$ cat config.mk
export PLATFORM = sky130hd
export DESIGN_NAME = keypad_scan_ctrl
export DESIGN_NICKNAME = d
export VERILOG_FILES = /design/src/rtl/keypad_pkg.sv /design/src/rtl/keypad_tick_div.sv /design/src/rtl/keypad_scan_ctrl.sv
export SDC_FILE = /design/constraint.sdc
export NUM_CORES = 1
export LEC_CHECK = 0
export CORE_MARGIN = 4
export CORE_UTILIZATION = 63
export CTS_CLUSTER_DIAMETER = 150
export CTS_CLUSTER_SIZE = 25
export DETAILED_ROUTE_END_ITERATION = 8
export PLACE_DENSITY = 0.93
export SLEW_MARGIN = 25
export SYNTH_ARGS = -nofsm -noshare
export SYNTH_HDL_FRONTEND = slang
export SYNTH_SLANG_ARGS = --single-unit
$ cat constraint.sdc
create_clock -name clk -period 3.7 [get_ports clk]
set_input_delay 0.74 -clock clk [delete_from_list [all_inputs] [get_ports clk]]
set_output_delay 0.74 -clock clk [all_outputs]
set_load 0.01 [all_outputs]
$ cat src/rtl/keypad_pkg.sv
// Shared types and constants for the 4x4 keypad scanner: FSM states, key map,
// row/column idle patterns and small pattern-decoding helpers.
package keypad_pkg;

    typedef enum logic [1:0] {
        IDLE,
        DEBOUNCE,
        PRESSED,
        RELEASE
    } state_t;

    localparam logic [3:0] KEY_STAR  = 4'hE;
    localparam logic [3:0] KEY_HASH  = 4'hF;
    localparam logic [3:0] ROW_RESET = 4'b1110;
    localparam logic [3:0] COL_NONE  = 4'b1111;

    // Indexed [row][col]; '*' and '#' are folded into the unused hex codes E and F.
    localparam logic [3:0] KEYMAP [4][4] = '{
        '{4'h1,     4'h2, 4'h3,     4'hA},
        '{4'h4,     4'h5, 4'h6,     4'hB},
        '{4'h7,     4'h8, 4'h9,     4'hC},
        '{KEY_STAR, 4'h0, KEY_HASH, 4'hD}
    };

    function automatic logic [3:0] rowDrive(input logic [1:0] idx);
        return ~(4'b0001 << idx);
    endfunction

    // Exactly one low column is a usable key; several lows indicate ghosting.
    function automatic logic colSingle(input logic [3:0] pattern);
        case (pattern)
            4'b1110, 4'b1101, 4'b1011, 4'b0111: return 1'b1;
            default:                            return 1'b0;
        endcase
    endfunction

    function automatic logic [1:0] colIndex(input logic [3:0] pattern);
        case (pattern)
            4'b1101: return 2'd1;
            4'b1011: return 2'd2;
            4'b0111: return 2'd3;
            default: return 2'd0;
        endcase
    endfunction

endpackage

$ cat src/rtl/keypad_tick_div.sv
// Row dwell counter: one sample tick every SCAN_DIV clocks, restarted by a
// synchronous clear.
module keypad_tick_div #(
    parameter int SCAN_DIV = 50000
) (
    input  logic clk,
    input  logic i_clear,
    output logic o_tick
);

    localparam int             DW   = $clog2(SCAN_DIV);
    localparam logic [DW-1:0]  LAST = DW'(SCAN_DIV - 1);

    logic [DW-1:0] r_count;

    always_ff @(posedge clk) begin
        if (i_clear) begin
            r_count <= '0;
        end else if (r_count == LAST) begin
            r_count <= '0;
        end else begin
            r_count <= r_count + DW'(1);
        end
    end

    assign o_tick = (r_count == LAST);

endmodule

$ cat src/rtl/keypad_scan_ctrl.sv
// 4x4 keypad scan sequencer: row scanning, press/release debounce, ghost
// rejection and a valid/ready key-code output with overrun reporting.
module keypad_scan_ctrl
    import keypad_pkg::*;
#(
    parameter int SCAN_DIV       = 50000,
    parameter int DEBOUNCE_SCANS = 16
) (
    input  logic       clk,
    input  logic       rst,
    input  logic [3:0] col,
    output logic [3:0] row,
    output logic [3:0] key_code,
    output logic       key_valid,
    input  logic       key_ready,
    output logic       key_down,
    output logic       overrun
);

    localparam int            CW       = $clog2(DEBOUNCE_SCANS + 1);
    localparam logic [CW-1:0] CNT_DONE = CW'(DEBOUNCE_SCANS);

    state_t        r_state;
    logic [1:0]    r_rowIdx;
    logic [1:0]    r_colIdx;
    logic [3:0]    r_row;
    logic [3:0]    r_pat;
    logic [CW-1:0] r_cnt;
    logic [3:0]    r_keyCode;
    logic          r_keyValid;
    logic          r_keyDown;
    logic          r_overrun;

    logic          w_tick;
    logic [CW-1:0] w_cntNext;
    logic          w_colValid;
    logic [1:0]    w_colIdx;
    logic          w_transfer;
    logic          w_accept;
    logic [3:0]    w_acceptCode;

    keypad_tick_div #(
        .SCAN_DIV (SCAN_DIV)
    ) u_tickDiv (
        .clk     (clk),
        .i_clear (rst),
        .o_tick  (w_tick)
    );

    // The accept decision is shared by the handshake and FSM sections below.
    always_comb begin
        w_cntNext    = r_cnt + CW'(1);
        w_colValid   = colSingle(col);
        w_colIdx     = colIndex(col);
        w_transfer   = r_keyValid && key_ready;
        w_accept     = 1'b0;
        w_acceptCode = KEYMAP[r_rowIdx][r_colIdx];
        if (w_tick) begin
            if (r_state == IDLE && w_colValid && DEBOUNCE_SCANS == 1) begin
                w_accept     = 1'b1;
                w_acceptCode = KEYMAP[r_rowIdx][w_colIdx];
            end else if (r_state == DEBOUNCE && col == r_pat && w_cntNext == CNT_DONE) begin
                w_accept = 1'b1;
            end
        end
    end

    always_ff @(posedge clk) begin
        if (rst) begin
            r_state    <= IDLE;
            r_rowIdx   <= '0;
            r_colIdx   <= '0;
            r_row      <= ROW_RESET;
            r_pat      <= COL_NONE;
            r_cnt      <= '0;
            r_keyCode  <= '0;
            r_keyValid <= 1'b0;
            r_keyDown  <= 1'b0;
            r_overrun  <= 1'b0;
        end else begin
            r_overrun <= 1'b0;
            // A new key may replace the pending one only if it leaves this cycle.
            if (w_accept) begin
                if (!r_keyValid || key_ready) begin
                    r_keyValid <= 1'b1;
                    r_keyCode  <= w_acceptCode;
                end else begin
                    r_overrun <= 1'b1;
                end
            end else if (w_transfer) begin
                r_keyValid <= 1'b0;
            end

            if (w_tick) begin
                unique case (r_state)
                    IDLE: begin
                        if (w_colValid) begin
                            r_colIdx <= w_colIdx;
                            r_pat    <= col;
                            r_cnt    <= CW'(1);
                            if (DEBOUNCE_SCANS == 1) begin
                                r_state   <= PRESSED;
                                r_keyDown <= 1'b1;
                            end else begin
                                r_state <= DEBOUNCE;
                            end
                        end else begin
                            r_rowIdx <= r_rowIdx + 2'd1;
                            r_row    <= rowDrive(r_rowIdx + 2'd1);
                        end
                    end
                    DEBOUNCE: begin
                        if (col == r_pat) begin
                            r_cnt <= w_cntNext;
                            if (w_cntNext == CNT_DONE) begin
                                r_state   <= PRESSED;
                                r_keyDown <= 1'b1;
                            end
                        end else begin
                            r_state  <= IDLE;
                            r_rowIdx <= r_rowIdx + 2'd1;
                            r_row    <= rowDrive(r_rowIdx + 2'd1);
                        end
                    end
                    PRESSED: begin
                        if (col == COL_NONE) begin
                            r_cnt <= CW'(1);
                            if (DEBOUNCE_SCANS == 1) begin
                                r_state   <= IDLE;
                                r_keyDown <= 1'b0;
                                r_rowIdx  <= r_rowIdx + 2'd1;
                                r_row     <= rowDrive(r_rowIdx + 2'd1);
                            end else begin
                                r_state <= RELEASE;
                            end
                        end
                    end
                    RELEASE: begin
                        // Any low column means the key bounced back down; no new key is produced.
                        if (col == COL_NONE) begin
                            r_cnt <= w_cntNext;
                            if (w_cntNext == CNT_DONE) begin
                                r_state   <= IDLE;
                                r_keyDown <= 1'b0;
                                r_rowIdx  <= r_rowIdx + 2'd1;
                                r_row     <= rowDrive(r_rowIdx + 2'd1);
                            end
                        end else begin
                            r_state <= PRESSED;
                        end
                    end
                    default: r_state <= IDLE;
                endcase
            end
        end
    end

    assign row       = r_row;
    assign key_code  = r_keyCode;
    assign key_valid = r_keyValid;
    assign key_down  = r_keyDown;
    assign overrun   = r_overrun;

endmodule

==> results of run 1 <==
kinds of logic (layout without fill, tap and decap cells):
logic type                 Yosys count  count (layout)  share of synthesized area [%]
and+or+nand+nor                    114             114                          25.77
muxes                               16              16                          6.819
DFF                                 42              42                          34.98
xor gates and xnor gates            20              20                          7.600
adders and majority gates            9               9                          4.685
buffers and inverters               23              36                          6.819
AOI/OAI and AO/OA                   40              40                          13.33
sequential cells by signal, summed over array words and instances (netlist names):
signal	flops
row	4
key_valid	1
u_tickDiv.r_count	16
r_rowIdx	2
key_down	1
key_code	4
r_pat	4
r_colIdx	2
overrun	1
r_state	2
r_cnt	5
where the power goes:
| group | total (uW) | internal, uW | switching (uW) | leakage (uW) |
|---|---|---|---|---|
| sequential | 457 | 454 | 2.26 | 0.000339 |
| clock | 357 | 201 | 156 | 0.0000514 |
| combinational | 48.4 | 19.7 | 28.7 | 0.000549 |
| total | 862 | 675 | 187 | 0.000939 |
placed cells by master (no fill, tap or decap), types with 5 or more instances in the layout:
| cell | Yosys | routed |
|---|---|---|
| o21ai_0 | 5 | 5 |
| nor2b_1 | 6 | 6 |
| nand3_1 | 13 | 13 |
| clkdlybuf4s50_1 | 0 | 17 |
| nand2_1 | 28 | 28 |
| mux2i_1 | 13 | 13 |
| clkbuf_8 | 1 | 5 |
| xnor2_1 | 13 | 13 |
| a21oi_1 | 11 | 11 |
| xor2_1 | 6 | 6 |
| nor2_1 | 30 | 30 |
| dfxtp_1 | 42 | 42 |
| ha_1 | 9 | 9 |
| inv_1 | 9 | 9 |
metrics by stage:
step	utilization, %	instances	hold WS, ns
floorplan	-	264	0.4175
CTS	71.70	325	0.4812
finish	71.70	325	0.4689
global route	71.70	325	0.4816
detailed placement	68.69	317	0.4639
global placement	68.69	317	0.4297
worst max path at each step:
stage | endpoint | start | depth (start not counted) | slack (ns)
3_5_place_dp | row[0]$_SDFFE_PP0P_ | col[2] | 6 | 0.76
2_1_floorplan | r_rowIdx[0]$_SDFFE_PP0P_ | col[3] | 6 | 1.53
5_1_grt | row[0]$_SDFFE_PP0P_ | col[2] | 6 | 0.93
4_1_cts | row[0]$_SDFFE_PP0P_ | col[2] | 6 | 1.06
3_3_place_gp | row[0]$_SDFFE_PP0P_ | col[2] | 6 | 0.82
6_report | row[0]$_SDFFE_PP0P_ | col[3] | 6 | 1.06
synth_stat cells (3+ instances only):
master    instances
dfxtp_1          42
nor2_1           30
nand2_1          28
mux2i_1          13
nand3_1          13
xnor2_1          13
a21oi_1          11
buf_6             9
ha_1              9
inv_1             9
nor2b_1           6
xor2_1            6
o21ai_0           5
a21oi_2           4
nand4_1           4
nand4b_1          4
or3_1             4
a41o_1            3
and2_1            3
nand2b_1          3
nor3_1            3
o211ai_1          3
routing by layer:
layer	track usage (%)	wire, microns	up-vias
met3	5.652	210	5
met2	30.33	2069	28
li1	-	-	956
met5	0	0	-
met1	22.65	1988	865
met4	5.532	54	0
layout make-up:
class | count | area share, %
flip-flops and latches | 42 | 32.03
multi-input cells | 199 | 53.29
clock buffers | 6 | 2.765
clock inverters | 2 | 1.430
inverters | 10 | 1.430
repair buffers | 18 | 6.768
well taps | 48 | 2.288
worst register-to-register path, stage by stage (launching register included):
cell	delay, ns
dfxtp_1	0.37
ha_1	0.22
nand3_1	0.13
and4b_1	0.54
and4_4	0.40
a21oi_1	0.11
a41o_1	0.22
==> impl_results.md, run 1 <==
- Worst Path Buf+Inv: 1
- Fin crit share: 71.43%
- Initial Util: 65.65%
- Total congestion overflow: 0
- Routed wire per std cell: 13.30 microns
- Hold Startpoint: u_tickDiv.r_count[0]$_SDFF_PP0_
- Fin worst setup slack: 1.057 ns
- DIE AREA: 4867 sq um
- Setup slack, reg-to-reg: 1.60 ns
- Mapped Nets: 280
- Worst hold path type: flop to flop
- CTS Buffer Depth: 2
- Prevailing post-synth register cell: dfxtp_1
- Layout cells sized above 1: 9.025%
- Hold Path Sink: u_tickDiv.r_count[0]$_SDFF_PP0_
- Setup violators final: 0
- Cell Area, Placed: 2515 sq um
- Cts hold-fix bufs: 0
- Final wirelength: 4.322 mm
- Detailed-route via count: 1854
- Most area-hungry cell type in the Yosys netlist: dfxtp_1
- Cell Chain, Critical Path: clkdlybuf4s50_1 -> and4_1 -> and2_1 -> nand4_1 -> a31oi_4 -> mux2_1
- Fin area: 2625 sq um
- Post-synth cell types: 55
- Share of the synthesized area in the top cell type: 34.98%
- H-tree depth: 2
- Hold path cells: 1
- Worst vdd ir: 0.2435 mV
- Vias in the first global route: 1621
- Initial antenna violation count: 0
- Status: finished, final reports clean
- CP delay by family, top: buffers and inverters
- Filler instances: 263
- RSZ-0062 raised after global routing: no
- Tot GR Track Use: 18.28%
- # Post-CTS Setup Buffers: 0
- Slowest CP cell: clkdlybuf4s50_1
- Syn Area/Cell: 9.104 sq um
- Number of top-level pins: 18
- Vias per Instance: 5.705
- Die Width: 69.77 microns
- CP Capture Type: flop
- Antenna Cells: 0
- Sequential area share after synthesis: 34.98%
- Row cnt: 22
- # nets final: 292
- Warnings, synthesis: 0
- Max_slew headroom: 61.73%
- GP Congestion: 0.8116
- Worst Path Arrival: 2.83 ns
- MaxCap Viol Count: 0
- Worst path required time: 3.88 ns
- Hpwl dp: 3.054 mm
- CTS Sinks: 42
- FF-to-FF End: key_code[0]$_SDFFE_PP0P_
- DR iter-0 viols: 89
- Synth top area cells: dfxtp_1, mux2i_1, xnor2_1
- CORE AREA: 3661 sq um
- Drt pass-1 iters: 4
- Port buffer count: 17
- Setup CP Type: input pin to flop
- PD cells: 328.5 nW/um^2
- Total CTS buffers: 5
- Multi-input logic area: 1399 sq um
- Placement Setup Slack: 0.7562 ns
- Cells after Synth: 264
- CP Max Fanout: 9
- CP peak stage delay: 0.70 ns
- Die height: 69.77 microns
- Remaining DRCs: 0
- Tmin final: 2.643 ns
- CTS resizes: 0
- First-pass GRT wire length: 7.238 mm
- Setup_tns: 0 ns
- Max Fclk: 0.3784 GHz
- Layout area overhead: 9.214%
- Clock transition at the registers of the reported paths: 0.08 ns
- Type of origin of the critical path: input pin
- Tightest Pin Transition: 0.5689 ns
- Total power: 862.3 uW
- Register area: 840.8 sq um
- FFs w/ async S/R, synth: 0%
- Detail Route Antenna Nets: 0
- Largest net degree at the start of global routing: 22
- Cell Area, Synth: 2404 sq um
- Leak pwr: 0.0009392 uW
- Skew-Pair Late Insertion Delay: 0.30 ns
- Synth Register Bits: 42
- R2R cell count: 6
- R2R Path Start: u_tickDiv.r_count[0]$_SDFF_PP0_
- Clk_skew: 0.008156 ns
- Post-synth EDFFs: 0
- CTS Root Buffer Type: clkbuf_8
- Endpoints failing hold: 0
- CTS tree: yes
- Final Slew Violations: 0
No activity file was read; power rests on OpenSTA's default activity.
==> run 2: changes to the inputs <==
--- a/config.mk
+++ b/config.mk
@@ -6,11 +6,11 @@
 export NUM_CORES = 1
 export LEC_CHECK = 0
 export CORE_MARGIN = 4
-export CORE_UTILIZATION = 63
+export CORE_UTILIZATION = 58
 export CTS_CLUSTER_DIAMETER = 150
 export CTS_CLUSTER_SIZE = 25
 export DETAILED_ROUTE_END_ITERATION = 8
-export PLACE_DENSITY = 0.93
+export PLACE_DENSITY = 0.87
 export SLEW_MARGIN = 25
 export SYNTH_ARGS = -nofsm -noshare
 export SYNTH_HDL_FRONTEND = slang
==> constraint.sdc (replaced) <==
create_clock -name clk -period 2.6 [get_ports clk]
set_input_delay 0.52 -clock clk [delete_from_list [all_inputs] [get_ports clk]]
set_output_delay 0.52 -clock clk [all_outputs]
set_load 0.01 [all_outputs]
==> run 2 against run 1 <==
Compared with the run above: worst hold slack improved by 0.0038 ns; die area increased by 7.6%; clock power increased by 20%; utilization decreased by 5.4 points; sequential share of layout area decreased by 0.33 points; critical endpoint is now r_rowIdx[0]$_SDFFE_PP0P_; largest cell class unchanged.
==> impl_results.md, run 2 (same netlist as run 1, synthesis figures left out) <==
- Total CTS buffers: 5
- GP Congestion: 0.7780
- Setup_tns: 0 ns
- CTS Sinks: 42
- Hold Startpoint: u_tickDiv.r_count[0]$_SDFF_PP0_
- Hold path cells: 1
- Worst vdd ir: 0.1979 mV
- Layout area overhead: 10.36%
- # nets final: 298
- Endpoints failing hold: 0
- Leak pwr: 0.0009627 uW
- Max_slew headroom: 54.87%
- Antenna Cells: 0
- Most frequent cells in the layout: dfxtp_1, nor2_1, nand2_1, clkdlybuf4s50_1
- Non-Filler Instances: 333
- Tightest Pin Transition: 0.6708 ns
- R2R Path Start: u_tickDiv.r_count[0]$_SDFF_PP0_
- Setup CP Type: input pin to flop
- Setup violators final: 0
- DR iter-0 viols: 103
- Tmin final: 2.163 ns
- Routed wire per std cell: 13.28 microns
- Detailed-route via count: 1865
- CTS Buffer Depth: 2
- Clock transition at the registers of the reported paths: 0.09 ns
- Max Fclk: 0.4622 GHz
- Max reg flops: 16
- Worst Path Buf+Inv: 1
- Vias in the first global route: 1733
- CP peak stage delay: 0.66 ns
- Worst hold path type: flop to flop
- Layout cells sized above 1: 11.31%
- Skew-Pair Late Insertion Delay: 0.30 ns
- Port buffer count: 17
- PD cells: 435.0 nW/um^2
- RSZ-0062 raised after global routing: no
- Type of origin of the critical path: input pin
- DIE AREA: 5238 sq um
- Die Width: 72.38 microns
- Worst Path Arrival: 2.35 ns
- Row cnt: 23
- Hpwl dp: 3.186 mm
- Number of top-level pins: 18
- Final Slew Violations: 0
- Largest regs: u_tickDiv.r_count (16), r_cnt (5)
- Fin crit share: 83.21%
- Final wirelength: 4.423 mm
- CP Max Fanout: 9
- Detail Route Antenna Nets: 0
- CTS Root Buffer Type: clkbuf_8
- H-tree depth: 2
- Cell Chain, Critical Path: clkdlybuf4s50_1 -> and4_1 -> and2_1 -> nand4_1 -> a31oi_4 -> mux2_1
- CP delay by family, top: buffers and inverters
- Initial antenna violation count: 0
- Clk_skew: 0.01041 ns
- Tot GR Track Use: 18.37%
- Cts hold-fix bufs: 0
- R2R cell count: 6
- Setup slack, reg-to-reg: 0.49 ns
- # Post-CTS Setup Buffers: 0
- Total congestion overflow: 0
- Hold Path Sink: u_tickDiv.r_count[0]$_SDFF_PP0_
- CORE AREA: 4000 sq um
- Most frequent standard cell in the layout excluding fill and tap cells: dfxtp_1
- Remaining DRCs: 0
- Vias per Instance: 5.601
- Slowest CP cell: clkdlybuf4s50_1
- Initial Util: 60.09%
- Worst path required time: 2.78 ns
- Die height: 72.38 microns
- CTS tree: yes
- CP Capture Type: flop
- DP Cell Count: 325
- MaxCap Viol Count: 0
- First-pass GRT wire length: 7.652 mm
- CTS resizes: 0
- Most flops, register: u_tickDiv.r_count
- Total power: 1154 uW
- Status: finished, final reports clean
- FF-to-FF End: key_code[3]$_SDFFE_PP0P_
- Largest net degree at the start of global routing: 21
- Drt pass-1 iters: 4
## run 2: cell count changes in the layout (fill, tap and decap cells not counted), sizes merged
cell,before,now
bufinv,1,0
buf,1,7
clkinv,1,3
clkbuf,6,5
## run 2: worst max path at each step
stage | start | to | slack [ns] | depth (start not counted)
2_1_floorplan | col[3] | r_rowIdx[0]$_SDFFE_PP0P_ | 0.65 | 6
3_3_place_gp | col[1] | row[0]$_SDFFE_PP0P_ | 0.21 | 6
3_5_place_dp | col[1] | r_rowIdx[0]$_SDFFE_PP0P_ | 0.12 | 6
4_1_cts | col[1] | r_rowIdx[0]$_SDFFE_PP0P_ | 0.44 | 6
5_1_grt | col[1] | r_state[0]$_SDFFE_PP0P_ | 0.35 | 6
6_report | col[1] | r_rowIdx[0]$_SDFFE_PP0P_ | 0.44 | 6
## run 2: where the power goes
| group | internal (uW) | switching [uW] | total, uW |
|---|---|---|---|
| combinational | 31.6 | 42.3 | 74.0 |
| clock | 189 | 241 | 430 |
| sequential | 647 | 3.22 | 650 |
| total | 867 | 287 | 1150 |
## run 2: area by class of cell
type                    count  area (sq um)
inverters                  10         37.54
multi-input cells         199          1399
fillers                   338          1348
clock buffers               5         68.82
repair buffers             24         222.7
well taps                  50         62.56
clock inverters             3         21.27
flip-flops and latches     42         840.8
## run 2: metal layers
metal	global-route usage, %	vias up	wire length, microns
met5	0	-	0
met4	6.762	0	82
met3	5.263	8	217
met2	30.54	42	2046
met1	22.58	859	2077
li1	-	956	-
## run 2: through the flow
step	worst slack (ns)	instance area (sq um)	hold WS [ns]	util, %
2_1_floorplan	0.6497	2404	0.4175	-
4_1_cts	0.4369	2653	0.4813	66.31
5_1_grt	0.3504	2653	0.5079	66.31
6_report	0.4367	2653	0.4727	66.31
3_3_place_gp	0.2063	2562	0.4303	64.06
3_5_place_dp	0.1155	2562	0.4674	64.06
==> run 3: changes to the inputs <==
==> constraint.sdc (replaced) <==
create_clock -name clk -period 2.2 [get_ports clk]
set_input_delay 0.44 -clock clk [delete_from_list [all_inputs] [get_ports clk]]
set_output_delay 0.44 -clock clk [all_outputs]
set_load 0.01 [all_outputs]
==> run 3 against run 2 <==
Compared with the run above: clock power rose by 40%; combinational power rose by 34%; critical path depth rose by 1; worst hold slack got worse by 0.0082 ns; clock skew fell by 0.0042 ns; highest routed layer unchanged.
==> impl_results.md, run 3 (same netlist as run 1, synthesis figures left out) <==
- Setup slack, reg-to-reg: 0.27 ns
- CP Max Fanout: 8
- CORE AREA: 4000 sq um
- CTS Root Buffer Type: clkbuf_8
- Initial antenna violation count: 0
- Initial Util: 60.09%
- Placement Setup Slack: -0.1123 ns
- CTS Buffer Depth: 2
- Max Fclk: 0.4927 GHz
- Type of origin of the critical path: input pin
- DIE AREA: 5238 sq um
- Detailed-route via count: 1920
- Setup CP Type: input pin to flop
- Leak pwr: 0.001035 uW
- Routed wire per std cell: 13.89 microns
- H-tree depth: 2
- Largest net degree at the start of global routing: 19
- First-pass GRT wire length: 8.155 mm
- Number of top-level pins: 18
- Worst Path Arrival: 2.22 ns
- Hold Path Sink: u_tickDiv.r_count[0]$_SDFF_PP0_
- Final Slew Violations: 0
- Detail Route Antenna Nets: 0
- Layout area overhead: 15.10%
- CP Capture Type: flop
- Remaining DRCs: 0
- Total power: 1468 uW
- Endpoints failing hold: 0
- Status: finished, final reports clean
- Total congestion overflow: 0
- Tightest Pin Transition: 0.5469 ns
- Vias per Instance: 5.549
- Worst hold path type: flop to flop
- R2R cell count: 6
- Most flops, register: u_tickDiv.r_count
- Die Width: 72.38 microns
- Max_slew headroom: 63.21%
- Setup violators final: 0
- Hpwl dp: 3.347 mm
- Most frequent standard cell in the layout excluding fill and tap cells: dfxtp_1
- Final wirelength: 4.806 mm
- Hold Startpoint: u_tickDiv.r_count[0]$_SDFF_PP0_
- Worst vdd ir: 0.3520 mV
- Hold path cells: 1
- Total CTS buffers: 5
- Cts hold-fix bufs: 0
- R2R Path Start: u_tickDiv.r_count[0]$_SDFF_PP0_
- Largest regs: u_tickDiv.r_count (16), r_cnt (5)
- Fin util: 69.16%
- CTS Sinks: 42
- Fin area: 2766 sq um
- Tmin final: 2.030 ns
- Fin crit share: 92.25%
- RSZ-0062 raised after global routing: no
- Worst path required time: 2.39 ns
- Vias in the first global route: 1828
- Drt pass-1 iters: 4
- DR iter-0 viols: 132
- Row cnt: 23
- CTS tree: yes
- Clock transition at the registers of the reported paths: 0.08 ns
- Clk_skew: 0.006221 ns
- DP Cell Count: 338
- GP Congestion: 0.8199
- MaxCap Viol Count: 0
- Fin worst setup slack: 0.1705 ns
- # nets final: 311
- PD cells: 530.6 nW/um^2
- Non-Filler Instances: 346
- Die height: 72.38 microns
- Max reg flops: 16
- # Post-CTS Setup Buffers: 0
- Layout cells sized above 1: 14.53%
- Most frequent cells in the layout: dfxtp_1, nor2_1, nand2_1, buf_4, clkdlybuf4s50_1
- FF-to-FF End: key_code[3]$_SDFFE_PP0P_
- Tot GR Track Use: 19.87%
- Port buffer count: 17
- Skew-Pair Late Insertion Delay: 0.30 ns
- CTS resizes: 0
- Antenna Cells: 0
- Cell Area, Placed: 2660 sq um
-- run 3: cell types whose count changed in the layout (fill, tap and decap cells not counted) --
cell        change
clkinvlp_4      -1
clkinv_2        -1
clkinv_4        -1
buf_4          +13
clkbuf_1        +2
bufinv_16       +1
-- run 3: worst max-delay path by stage --
stage	startpoint	depth (start not counted)	slack [ns]	end
after global placement	col[1]	6	-0.05	row[0]$_SDFFE_PP0P_
after global routing	col[1]	7	0.07	key_code[1]$_SDFFE_PP0P_
after detailed placement	col[3]	7	-0.11	r_rowIdx[0]$_SDFFE_PP0P_
after CTS	col[1]	6	0.17	r_rowIdx[0]$_SDFFE_PP0P_
after floorplan	col[3]	6	0.33	r_rowIdx[0]$_SDFFE_PP0P_
final	col[1]	7	0.17	key_code[3]$_SDFFE_PP0P_
-- run 3: layout make-up --
cell class,instances,area (sq um)
Timing Repair Buffer,37,320.3
Clock inverter,1,30.03
Sequential cell,42,840.8
Inverter,10,37.54
Clock buffer,7,76.32
Multi-Input combinational cell,199,1399
Fill cell,305,1234
Tap cell,50,62.56
-- run 3: stage by stage --
stage,TNS (ns),hold slack [ns]
floorplan,0,0.4175
global placement,-0.2134,0.4291
detailed placement,-0.6299,0.4437
CTS,0,0.4561
global route,0,0.5084
finish,0,0.4644
-- run 3: per-layer routing --
| metal | global-route usage, % | wire, microns |
|---|---|---|
| met1 | 23.33 | 2135 |
| met2 | 34.07 | 2289 |
| met3 | 5.540 | 263 |
| met4 | 7.992 | 117 |
| met5 | 0 | 0 |
-- run 3: critical path, cell delays in order --
cell	delay (ns)
clkdlybuf4s50_1	0.60
xnor2_1	0.17
nand4_1	0.27
nor3b_2	0.26
buf_4	0.19
a21oi_1	0.07
a41o_1	0.20
-- run 3: power breakdown --
group          internal (uW)  total [uW]  switching [uW]  leakage (uW)
sequential               764         768            3.73      0.000339
combinational           46.8        99.1            52.3      0.000643
clock                    340         601             261     0.0000524
